[src/rtl/dmem_pkg.sv]
// ============================================================================
//  Module   : dmem_pkg
//  Purpose  : Shared types, RV32I funct3 size codes and legality check for the
//             data-memory arbiter.
//  Revision : 1.0 - initial release
// ============================================================================
`default_nettype none

package dmem_pkg;

    typedef enum logic [1:0] {
        IDLE   = 2'd0,
        ACCESS = 2'd1,
        RESP   = 2'd2
    } dmem_state_e;

    localparam logic [2:0] F3_B  = 3'd0;
    localparam logic [2:0] F3_H  = 3'd1;
    localparam logic [2:0] F3_W  = 3'd2;
    localparam logic [2:0] F3_BU = 3'd4;
    localparam logic [2:0] F3_HU = 3'd5;

    // Stores accept only B/H/W; loads additionally accept the unsigned forms.
    function automatic logic is_legal(input logic       we,
                                      input logic [2:0] size,
                                      input logic [1:0] addr_lo);
        logic ok;
        ok = 1'b0;
        case (size)
            F3_B:    ok = 1'b1;
            F3_H:    ok = !addr_lo[0];
            F3_W:    ok = (addr_lo == 2'b00);
            F3_BU:   ok = !we;
            F3_HU:   ok = !we && !addr_lo[0];
            default: ok = 1'b0;
        endcase
        return ok;
    endfunction

endpackage

`default_nettype wire

[src/rtl/dmem_lane_fmt.sv]
// ============================================================================
//  Module   : dmem_lane_fmt
//  Purpose  : Store byte-lane/enable generation and load shift/extension.
//  Revision : 1.0 - initial release
// ============================================================================
`default_nettype none

module dmem_lane_fmt
    import dmem_pkg::*;
(
    input  logic        st_we,
    input  logic [2:0]  st_size,
    input  logic [1:0]  st_addr_lo,
    input  logic [31:0] st_wdata,
    output logic [3:0]  st_be,
    output logic [31:0] st_lane_data,
    input  logic [2:0]  ld_size,
    input  logic [1:0]  ld_addr_lo,
    input  logic [31:0] ld_word,
    output logic [31:0] ld_data
);

    logic [31:0] w_shifted;

    always_comb begin
        st_be        = 4'hF;
        st_lane_data = st_wdata;
        if (st_we) begin
            case (st_size[1:0])
                2'd0: begin
                    st_be        = 4'b0001 << st_addr_lo;
                    st_lane_data = {4{st_wdata[7:0]}};
                end
                2'd1: begin
                    st_be        = 4'b0011 << st_addr_lo;
                    st_lane_data = {2{st_wdata[15:0]}};
                end
                default: begin
                    st_be        = 4'hF;
                    st_lane_data = st_wdata;
                end
            endcase
        end
    end

    always_comb begin
        w_shifted = ld_word >> {ld_addr_lo, 3'b000};
        case (ld_size)
            F3_B:    ld_data = {{24{w_shifted[7]}}, w_shifted[7:0]};
            F3_H:    ld_data = {{16{w_shifted[15]}}, w_shifted[15:0]};
            F3_BU:   ld_data = {24'h0, w_shifted[7:0]};
            F3_HU:   ld_data = {16'h0, w_shifted[15:0]};
            default: ld_data = w_shifted;
        endcase
    end

endmodule

`default_nettype wire

[src/rtl/dmem_arbiter.sv]
// ============================================================================
//  Module   : dmem_arbiter
//  Purpose  : Round-robin two-port arbiter and fixed-latency access sequencer
//             for the shared single-ported data memory.
//  Revision : 1.0 - initial release
// ============================================================================
`default_nettype none

module dmem_arbiter
    import dmem_pkg::*;
#(
    parameter int ADDR_W  = 12,
    parameter int MEM_LAT = 4
) (
    input  logic              clk_i,
    input  logic              reset_i,
    input  logic              rq0_valid_i,
    output logic              rq0_ready_o,
    input  logic [ADDR_W-1:0] rq0_addr_i,
    input  logic              rq0_we_i,
    input  logic [2:0]        rq0_size_i,
    input  logic [31:0]       rq0_wdata_i,
    output logic              rq0_rvalid_o,
    output logic [31:0]       rq0_rdata_o,
    output logic              rq0_err_o,
    input  logic              rq1_valid_i,
    output logic              rq1_ready_o,
    input  logic [ADDR_W-1:0] rq1_addr_i,
    input  logic              rq1_we_i,
    input  logic [2:0]        rq1_size_i,
    input  logic [31:0]       rq1_wdata_i,
    output logic              rq1_rvalid_o,
    output logic [31:0]       rq1_rdata_o,
    output logic              rq1_err_o,
    output logic              mem_en_o,
    output logic              mem_we_o,
    output logic [ADDR_W-1:0] mem_addr_o,
    output logic [3:0]        mem_be_o,
    output logic [31:0]       mem_wdata_o,
    input  logic [31:0]       mem_rdata_i
);

    localparam int                 c_CNT_W    = (MEM_LAT > 1) ? $clog2(MEM_LAT) : 1;
    localparam logic [c_CNT_W-1:0] c_CNT_LAST = c_CNT_W'(MEM_LAT - 1);

    dmem_state_e        r_state;
    dmem_state_e        w_state_nxt;
    logic [c_CNT_W-1:0] r_cnt;
    logic               r_last;
    logic               r_gnt;
    logic [1:0]         r_addr_lo;
    logic [2:0]         r_size;

    logic               r_mem_en;
    logic               r_mem_we;
    logic [ADDR_W-1:0]  r_mem_addr;
    logic [3:0]         r_mem_be;
    logic [31:0]        r_mem_wdata;

    logic               r_rvalid0;
    logic               r_rvalid1;
    logic               r_err;
    logic [31:0]        r_rdata;

    logic               w_win;
    logic               w_any_valid;
    logic [ADDR_W-1:0]  w_req_addr;
    logic               w_req_we;
    logic [2:0]         w_req_size;
    logic [31:0]        w_req_wdata;
    logic               w_legal;
    logic               w_accept;
    logic               w_acc_done;
    logic [3:0]         w_st_be;
    logic [31:0]        w_st_lane;
    logic [31:0]        w_ld_data;

    // On a tie the requester not served most recently wins.
    always_comb begin
        w_any_valid = rq0_valid_i | rq1_valid_i;
        w_win       = (rq0_valid_i && rq1_valid_i) ? ~r_last : rq1_valid_i;
        w_req_addr  = w_win ? rq1_addr_i  : rq0_addr_i;
        w_req_we    = w_win ? rq1_we_i    : rq0_we_i;
        w_req_size  = w_win ? rq1_size_i  : rq0_size_i;
        w_req_wdata = w_win ? rq1_wdata_i : rq0_wdata_i;
        w_legal     = is_legal(w_req_we, w_req_size, w_req_addr[1:0]);
    end

    dmem_lane_fmt u_lane_fmt (
        .st_we        (w_req_we),
        .st_size      (w_req_size),
        .st_addr_lo   (w_req_addr[1:0]),
        .st_wdata     (w_req_wdata),
        .st_be        (w_st_be),
        .st_lane_data (w_st_lane),
        .ld_size      (r_size),
        .ld_addr_lo   (r_addr_lo),
        .ld_word      (mem_rdata_i),
        .ld_data      (w_ld_data)
    );

    always_ff @(posedge clk_i or posedge reset_i) begin
        if (reset_i) r_state <= IDLE;
        else         r_state <= w_state_nxt;
    end

    always_comb begin
        w_state_nxt = r_state;
        w_accept    = 1'b0;
        w_acc_done  = 1'b0;
        case (r_state)
            IDLE: begin
                if (w_any_valid && !reset_i) begin
                    w_accept    = 1'b1;
                    w_state_nxt = w_legal ? ACCESS : RESP;
                end
            end
            ACCESS: begin
                if (r_cnt == c_CNT_LAST) begin
                    w_acc_done  = 1'b1;
                    w_state_nxt = RESP;
                end
            end
            RESP:    w_state_nxt = IDLE;
            default: w_state_nxt = IDLE;
        endcase
    end

    always_ff @(posedge clk_i or posedge reset_i) begin
        if (reset_i) begin
            r_cnt       <= '0;
            r_last      <= 1'b1;
            r_gnt       <= 1'b0;
            r_addr_lo   <= 2'b00;
            r_size      <= 3'd0;
            r_mem_en    <= 1'b0;
            r_mem_we    <= 1'b0;
            r_mem_addr  <= '0;
            r_mem_be    <= 4'h0;
            r_mem_wdata <= 32'h0;
            r_rvalid0   <= 1'b0;
            r_rvalid1   <= 1'b0;
            r_err       <= 1'b0;
            r_rdata     <= 32'h0;
        end else begin
            r_rvalid0 <= 1'b0;
            r_rvalid1 <= 1'b0;
            r_err     <= 1'b0;
            r_rdata   <= 32'h0;
            if (w_accept) begin
                r_last    <= w_win;
                r_gnt     <= w_win;
                r_addr_lo <= w_req_addr[1:0];
                r_size    <= w_req_size;
                r_cnt     <= '0;
                if (w_legal) begin
                    r_mem_en    <= 1'b1;
                    r_mem_we    <= w_req_we;
                    r_mem_addr  <= {w_req_addr[ADDR_W-1:2], 2'b00};
                    r_mem_be    <= w_st_be;
                    r_mem_wdata <= w_req_we ? w_st_lane : 32'h0;
                end else begin
                    r_rvalid0 <= ~w_win;
                    r_rvalid1 <= w_win;
                    r_err     <= 1'b1;
                end
            end
            if (r_state == ACCESS) begin
                r_cnt <= r_cnt + 1'b1;
                if (w_acc_done) begin
                    r_cnt       <= '0;
                    r_mem_en    <= 1'b0;
                    r_mem_we    <= 1'b0;
                    r_mem_addr  <= '0;
                    r_mem_be    <= 4'h0;
                    r_mem_wdata <= 32'h0;
                    r_rvalid0   <= ~r_gnt;
                    r_rvalid1   <= r_gnt;
                    r_rdata     <= r_mem_we ? 32'h0 : w_ld_data;
                end
            end
        end
    end

    assign rq0_ready_o  = w_accept & ~w_win;
    assign rq1_ready_o  = w_accept & w_win;
    assign rq0_rvalid_o = r_rvalid0;
    assign rq1_rvalid_o = r_rvalid1;
    assign rq0_rdata_o  = r_rvalid0 ? r_rdata : 32'h0;
    assign rq1_rdata_o  = r_rvalid1 ? r_rdata : 32'h0;
    assign rq0_err_o    = r_rvalid0 & r_err;
    assign rq1_err_o    = r_rvalid1 & r_err;
    assign mem_en_o     = r_mem_en;
    assign mem_we_o     = r_mem_we;
    assign mem_addr_o   = r_mem_addr;
    assign mem_be_o     = r_mem_be;
    assign mem_wdata_o  = r_mem_wdata;

endmodule

`default_nettype wire
[config.mk]
export PLATFORM = sky130hd
export DESIGN_NAME = dmem_arbiter
export DESIGN_NICKNAME = d
export VERILOG_FILES = /design/src/rtl/dmem_pkg.sv /design/src/rtl/dmem_lane_fmt.sv /design/src/rtl/dmem_arbiter.sv
export SDC_FILE = /design/constraint.sdc
export NUM_CORES = 1
export LEC_CHECK = 0
export ABC_AREA = 0
export CAP_MARGIN = 25
export CORE_AREA = 3 3 121 123
export DETAILED_ROUTE_END_ITERATION = 7
export DIE_AREA = 0 0 124 126
export GPL_TIMING_DRIVEN = 1
export PLACE_DENSITY = 0.89
export SETUP_SLACK_MARGIN = 0.02
export SLEW_MARGIN = 20
export SYNTH_ARGS = -nofsm -noshare
export SYNTH_HDL_FRONTEND = slang
export SYNTH_SLANG_ARGS = --single-unit
[constraint.sdc]
create_clock -name clk_i -period 4 [get_ports clk_i]
set_input_delay 0.8 -clock clk_i [delete_from_list [all_inputs] [get_ports clk_i]]
set_output_delay 0.8 -clock clk_i [all_outputs]
set_load 0.02 [all_outputs]
======== Yosys cells after proc, flatten, opt, wreduce, memory -nomap -nowiden ========
Cells that the tools add are included.
word-level totals
  register bits after elaboration ......... 96
  logic and storage cells ................. 109
  bits of input ports ..................... 132
  output and inout port bits .............. 120
cells by class
  bitwise gates (word level) .............. 8
  reduce and logical (&&, ||, !) cells .... 13
  eq/ne operators ......................... 12
  shift operators ......................... 3
  add/subtract/negate cells ............... 1
  mux-type cells .......................... 57
operators by type and width
  kind                   number
  $mux W32               11
  $pmux W32 S4           1
  $pmux W32 S2           1
  $mux W12               5
  $shr A32 B5 Y32        1
  $mux W1                24
  $mux W4                5
  $eq A3 B3 Y1 const B   4
  $mux W2                6
  $pmux W4 S2            1
  $eq A3 B1 Y1 const B   2
  $logic_not A2 Y1       3
  $logic_not A3 Y1       2
  $pmux W1 S5            1
  $and A1 B1 Y1          4
  $eq A2 B1 Y1 const B   2
  $ne A2 B2 Y1 const B   2
  $pmux W2 S2            1
  $shl A1 B2 Y4 const A  1
  $shl A2 B2 Y4 const A  1
  $eq A3 B2 Y1 const B   1
  $logic_and A1 B1 Y1    3
  $logic_not A1 Y1       3
  $mux W3                1
  other kinds (6)        8

======== Longest topological paths before layout ========
Gate-level depths: netlist (run 1).
  depth after elaboration ................. 10
  depth in mapped cells ................... 7
  mapped depth without buffers ............ 5

======== Cells and area by module ========
Synthesis (run 1) repeated with hierarchy kept, for this count alone.
second synthesis, totals
  cells, all modules ...................... 641
  area, all modules ....................... 6024.5 um^2
by module, submodules not included
  module         cells each  times used  sequential area each (um^2)  area an instance (um^2)
  dmem_arbiter   457         1           2403.6                       4780.8
  dmem_lane_fmt  184         1           0.0                          1243.7

======== Least setup slack after synthesis (run 1) ========
Ideal clock, no wire load.
  kind .................................... input port to output port
  start ................................... in rq1_valid_i
  end ..................................... out rq0_ready_o
  path buffers ............................ 3
  stages .................................. 5
  path slack .............................. 1.258 ns
  data arrival time ....................... 1.942 ns
  required time ........................... 3.200 ns
  path through ............................ a21boi_1 > buf_2 > buf_2 > clkbuf_1 > nor2_1
on the way
  cells in the longest elaborated chain, start to end .. 5
  elaborated cells between the ends (all ways) .. 8
  those cells by class .................... 3 x mux; 3 x bitwise; 2 x reduce/logical
RTL lines
  what                 RTL line             RTL
  start: declaration   dmem_arbiter.sv:26   input logic rq1_valid_i,
  $or A1 B1 Y1         dmem_arbiter.sv:80   w_any_valid = rq0_valid_i | rq1_valid_i;
  $logic_and A1 B1 Y1  dmem_arbiter.sv:113  if (w_any_valid && !reset_i) begin
  $mux W1              dmem_arbiter.sv:113
  $mux W1              dmem_arbiter.sv:111  case (r_state)
  $and A1 B1 Y1 *      dmem_arbiter.sv:185  assign rq0_ready_o = w_accept & ~w_win;
  end: declaration     dmem_arbiter.sv:18   output logic rq0_ready_o,
Mark *: on every way between the ends. The rest lies on a longest branch, timed or not.

======== Worst setup path in the final report (run 1) ========
  start ................................... in rq0_valid_i
  end ..................................... out rq1_ready_o
on the way
  cells in the longest elaborated chain, start to end .. 5
  elaborated cells between the ends (all ways) .. 7
  those cells by class .................... 3 x mux; 2 x bitwise; 2 x reduce/logical
RTL lines
  what                 RTL line             RTL
  start: declaration   dmem_arbiter.sv:17   input logic rq0_valid_i,
  $or A1 B1 Y1         dmem_arbiter.sv:80
  $logic_and A1 B1 Y1  dmem_arbiter.sv:113
  $mux W1              dmem_arbiter.sv:113
  $mux W1              dmem_arbiter.sv:111
  $and A1 B1 Y1 *      dmem_arbiter.sv:186  assign rq1_ready_o = w_accept & w_win;
  end: declaration     dmem_arbiter.sv:27   output logic rq1_ready_o,
Marked as above.

==> results of run 1 <==
## cells in the mapped netlist, types with 4 or more instances
| library cell | instances | area, µm² |
|---|---|---|
| nand3_1 | 4 | 20.0 |
| clkbuf_1 | 40 | 150 |
| buf_2 | 9 | 45.0 |
| mux2_2 | 19 | 214 |
| o21ai_0 | 45 | 225 |
| a211oi_1 | 14 | 105 |
| buf_1 | 6 | 22.5 |
| o311ai_0 | 18 | 158 |
| nand3b_1 | 17 | 128 |
| dfrtp_1 | 95 | 2380 |
| nor2_1 | 14 | 52.6 |
| nand2b_1 | 20 | 125 |
| mux2i_1 | 94 | 941 |
| o31ai_1 | 17 | 128 |
| nor2b_1 | 10 | 62.6 |
| a21o_1 | 10 | 75.1 |
| a21oi_1 | 9 | 45.0 |
| o211ai_1 | 17 | 128 |
| inv_1 | 4 | 15.0 |
| nand2_1 | 59 | 221 |
| and2_1 | 73 | 457 |
## registers in the layout, summed over array words and instances (netlist names)
signal and flops:
mem_addr_o 12, mem_be_o 4, mem_en_o 1, mem_wdata_o 32, mem_we_o 1, r_addr_lo 2
r_cnt 2, r_err 1, r_gnt 1, r_last 1, r_rdata 32, r_size 3
r_state 2, rq0_rvalid_o 1, rq1_rvalid_o 1
## final timing paths
| path | from | end | slack, ps | cells after the start |
|---|---|---|---|---|
| worst max-delay path | rq0_valid_i | rq1_ready_o | 390 | 5 |
| worst min-delay path | r_gnt | rq0_rvalid_o | 510 | 1 |
| worst max register to register | r_addr_lo[0] | r_rdata[27] | 1490 | 4 |
| worst min register to register | r_gnt | rq0_rvalid_o | 510 | 1 |
| max in group asynchronous | reset_i | r_last | 2420 | 3 |
| min in group asynchronous | reset_i | r_cnt[0] | 870 | 2 |
## cell type report
cell class	instances	area, µm²	area share
Multi-Input combinational cell	468	3340	0.374
Timing Repair Buffer	267	2650	0.296
Sequential cell	96	2400	0.269
Clock buffer	13	280	0.0314
Tap cell	180	225	0.0252
Inverter	4	17.5	0.00196
Clock inverter	2	12.5	0.00140
Antenna cell	1	2.50	0.000280
## power groups by stage
stage	Combinational [W]	Sequential, W	Clock (W)
after floorplan	0.000898	0.00169	0
after global placement	0.00188	0.00154	0
after detailed placement	0.00192	0.00154	0
after CTS	0.00193	0.00154	0.000875
after global routing	0.00207	0.00158	0.000921
final	0.00192	0.00154	0.000863
## metal layers
metal	wire [µm]	track usage
met5	0	0
met4	802	0.110
met3	1730	0.0777
met2	9350	0.402
met1	7810	0.307
## worst max-delay path, stage by stage
cell and delay (ps):
clkdlybuf4s50_1 540, nor2_1 120, nor4_1 410, and2_1 270
clkdlybuf4s50_1 670
## cells in the final DEF (no fill, tap or decap), types with 2 or more instances in the layout
cell type        Yosys  final
clkdlybuf4s50_1      0    251
dfrtp_1             95     95
mux2i_1             94     94
and2_1              73     73
nand2_1             59     59
o21ai_0             45     45
nand2b_1            20     20
mux2_2              19     19
o311ai_0            18     18
nand3b_1            17     17
o211ai_1            17     17
o31ai_1             17     17
buf_4                3     15
nor2_1              14     14
a211oi_1            14     14
nor2b_1             10     10
a21o_1              10     10
a21oi_1              9      9
clkbuf_16            0      9
nand3_1              4      4
clkbuf_8             0      4
nor4_1               3      3
o2111ai_1            3      3
inv_1                4      3
a221oi_1             2      2
and3_1               2      2
## stage by stage
stage | total power (W) | setup WS (ps) | cell area [µm²] | utilization
after detailed placement | 0.00347 | 422 | 8630 | 0.627
after CTS | 0.00435 | 410 | 8930 | 0.648
after global routing | 0.00458 | 287 | 8930 | 0.648
after floorplan | 0.00259 | 696 | 6010 | -
after global placement | 0.00342 | 497 | 8630 | 0.627
final | 0.00433 | 393 | 8930 | 0.648
## logic make-up (layout without fill, tap and decap cells)
family | Yosys count | count (layout) | synth area share
AOI/OAI and AO/OA | 140 | 140 | 0.157
adders and majority gates | 1 | 1 | 0.00208
buffers and inverters | 64 | 286 | 0.0462
DFF | 96 | 96 | 0.400
muxes | 114 | 114 | 0.196
other | 0 | 1 | 0
and+or+nand+nor | 213 | 213 | 0.198
==> results.ini, run 1 <==
[outcome]
status=finished clean

[sta]
clock.fmax_ghz=0.277
max-slew-margin-rel=0.347
hold_ws_ps=507
hold_viol=0
fin_skew_ps=5.81
setup_tns_ps=0
tightest_slew_ps=977
rsz0062_at_grt=no
finalSetupViolCount=0
fin_crit_ps=3610
min_period_over_period=0.902
drv_slew=0

[placement]
port_buffers=251
dp_cells=1015
detailed_place_hpwl_um=14600
gp_congestion=0.845

[logic_synthesis]
syn_nets=761
synthesis.instances=628
synth-seq-cells=96
ys.flop_type=dfrtp_1
synthesis.area_um2=6010
synthArstFlopShare=1.00
seq_area_frac_synth=0.400
ys_warn_count=0
synth_enable_flop_cells=0
ys_types=44
avgSynthCellArea_um2=9.57

[route]
drt_iter0_drc=420
vias=5738
ant_nets=0
post_drt_via_cell_ratio=5.57
first_pass_iters=5
drc=0
wl_per_cell_um=19.1
finalWirelength_um=19700

[setup_path]
start_kind=input port
cp_max_fo=4
crit_path_end_kind=primary output
crit_required_ps=3200
path_class=in -> out
cp.arrival_ps=2810

[clock_tree]
post_cts_resized=0
cts.sinks=96
cts-root-buf=clkbuf_16
cts_buffers=9
clk_pin_slew_ps=70
cts_tree=yes
htreeDepth=3
cts_hold_buffers=0
clock_path_buffers=2
postCtsSetupBuffers=0
insertion_delay_ps=350

[power]
vdd_ir_drop_max_v=0.000321
p_per_area_nw_per_um2=485
power.leakage_nw=3.97
power_switching_w=0.00166
p_sw_frac=0.384
internal_power_w=0.00266
p_seq_frac=0.356
power_frac_comb=0.444
power.share.clock=0.199

[finish]
drive_above_1_share=0.0718
nNetsFinal=979
stdcell_count=1031
fillCellCount=1105
areaGrowthSynthToFinish_pct=48.7

[grt]
grt_first_pass_wirelength_um=30400
grt_pass1_vias=5739
antenna_found_initial=1
track_usage=0.250
grt_max_degree=77
overflow=0

[floorplanning]
die-area_um2=15600
ioPinCount=252
die_y_um=126
start_util=0.436
chipWidth_um=124
core-area_um2=13800
row_count=43

[worst_hold_path]
hold_class=reg -> reg

[run]
cap_violations=0

Note: power is estimated with default switching activity, not from simulation.
==> inputs of run 2 (changes only) <==
- GPL_TIMING_DRIVEN: 1 -> not set
- HOLD_SLACK_MARGIN: not set -> 0.15
==> results of run 2 <==
No change in the layout: final DEF, timing and power equal those of run 1.
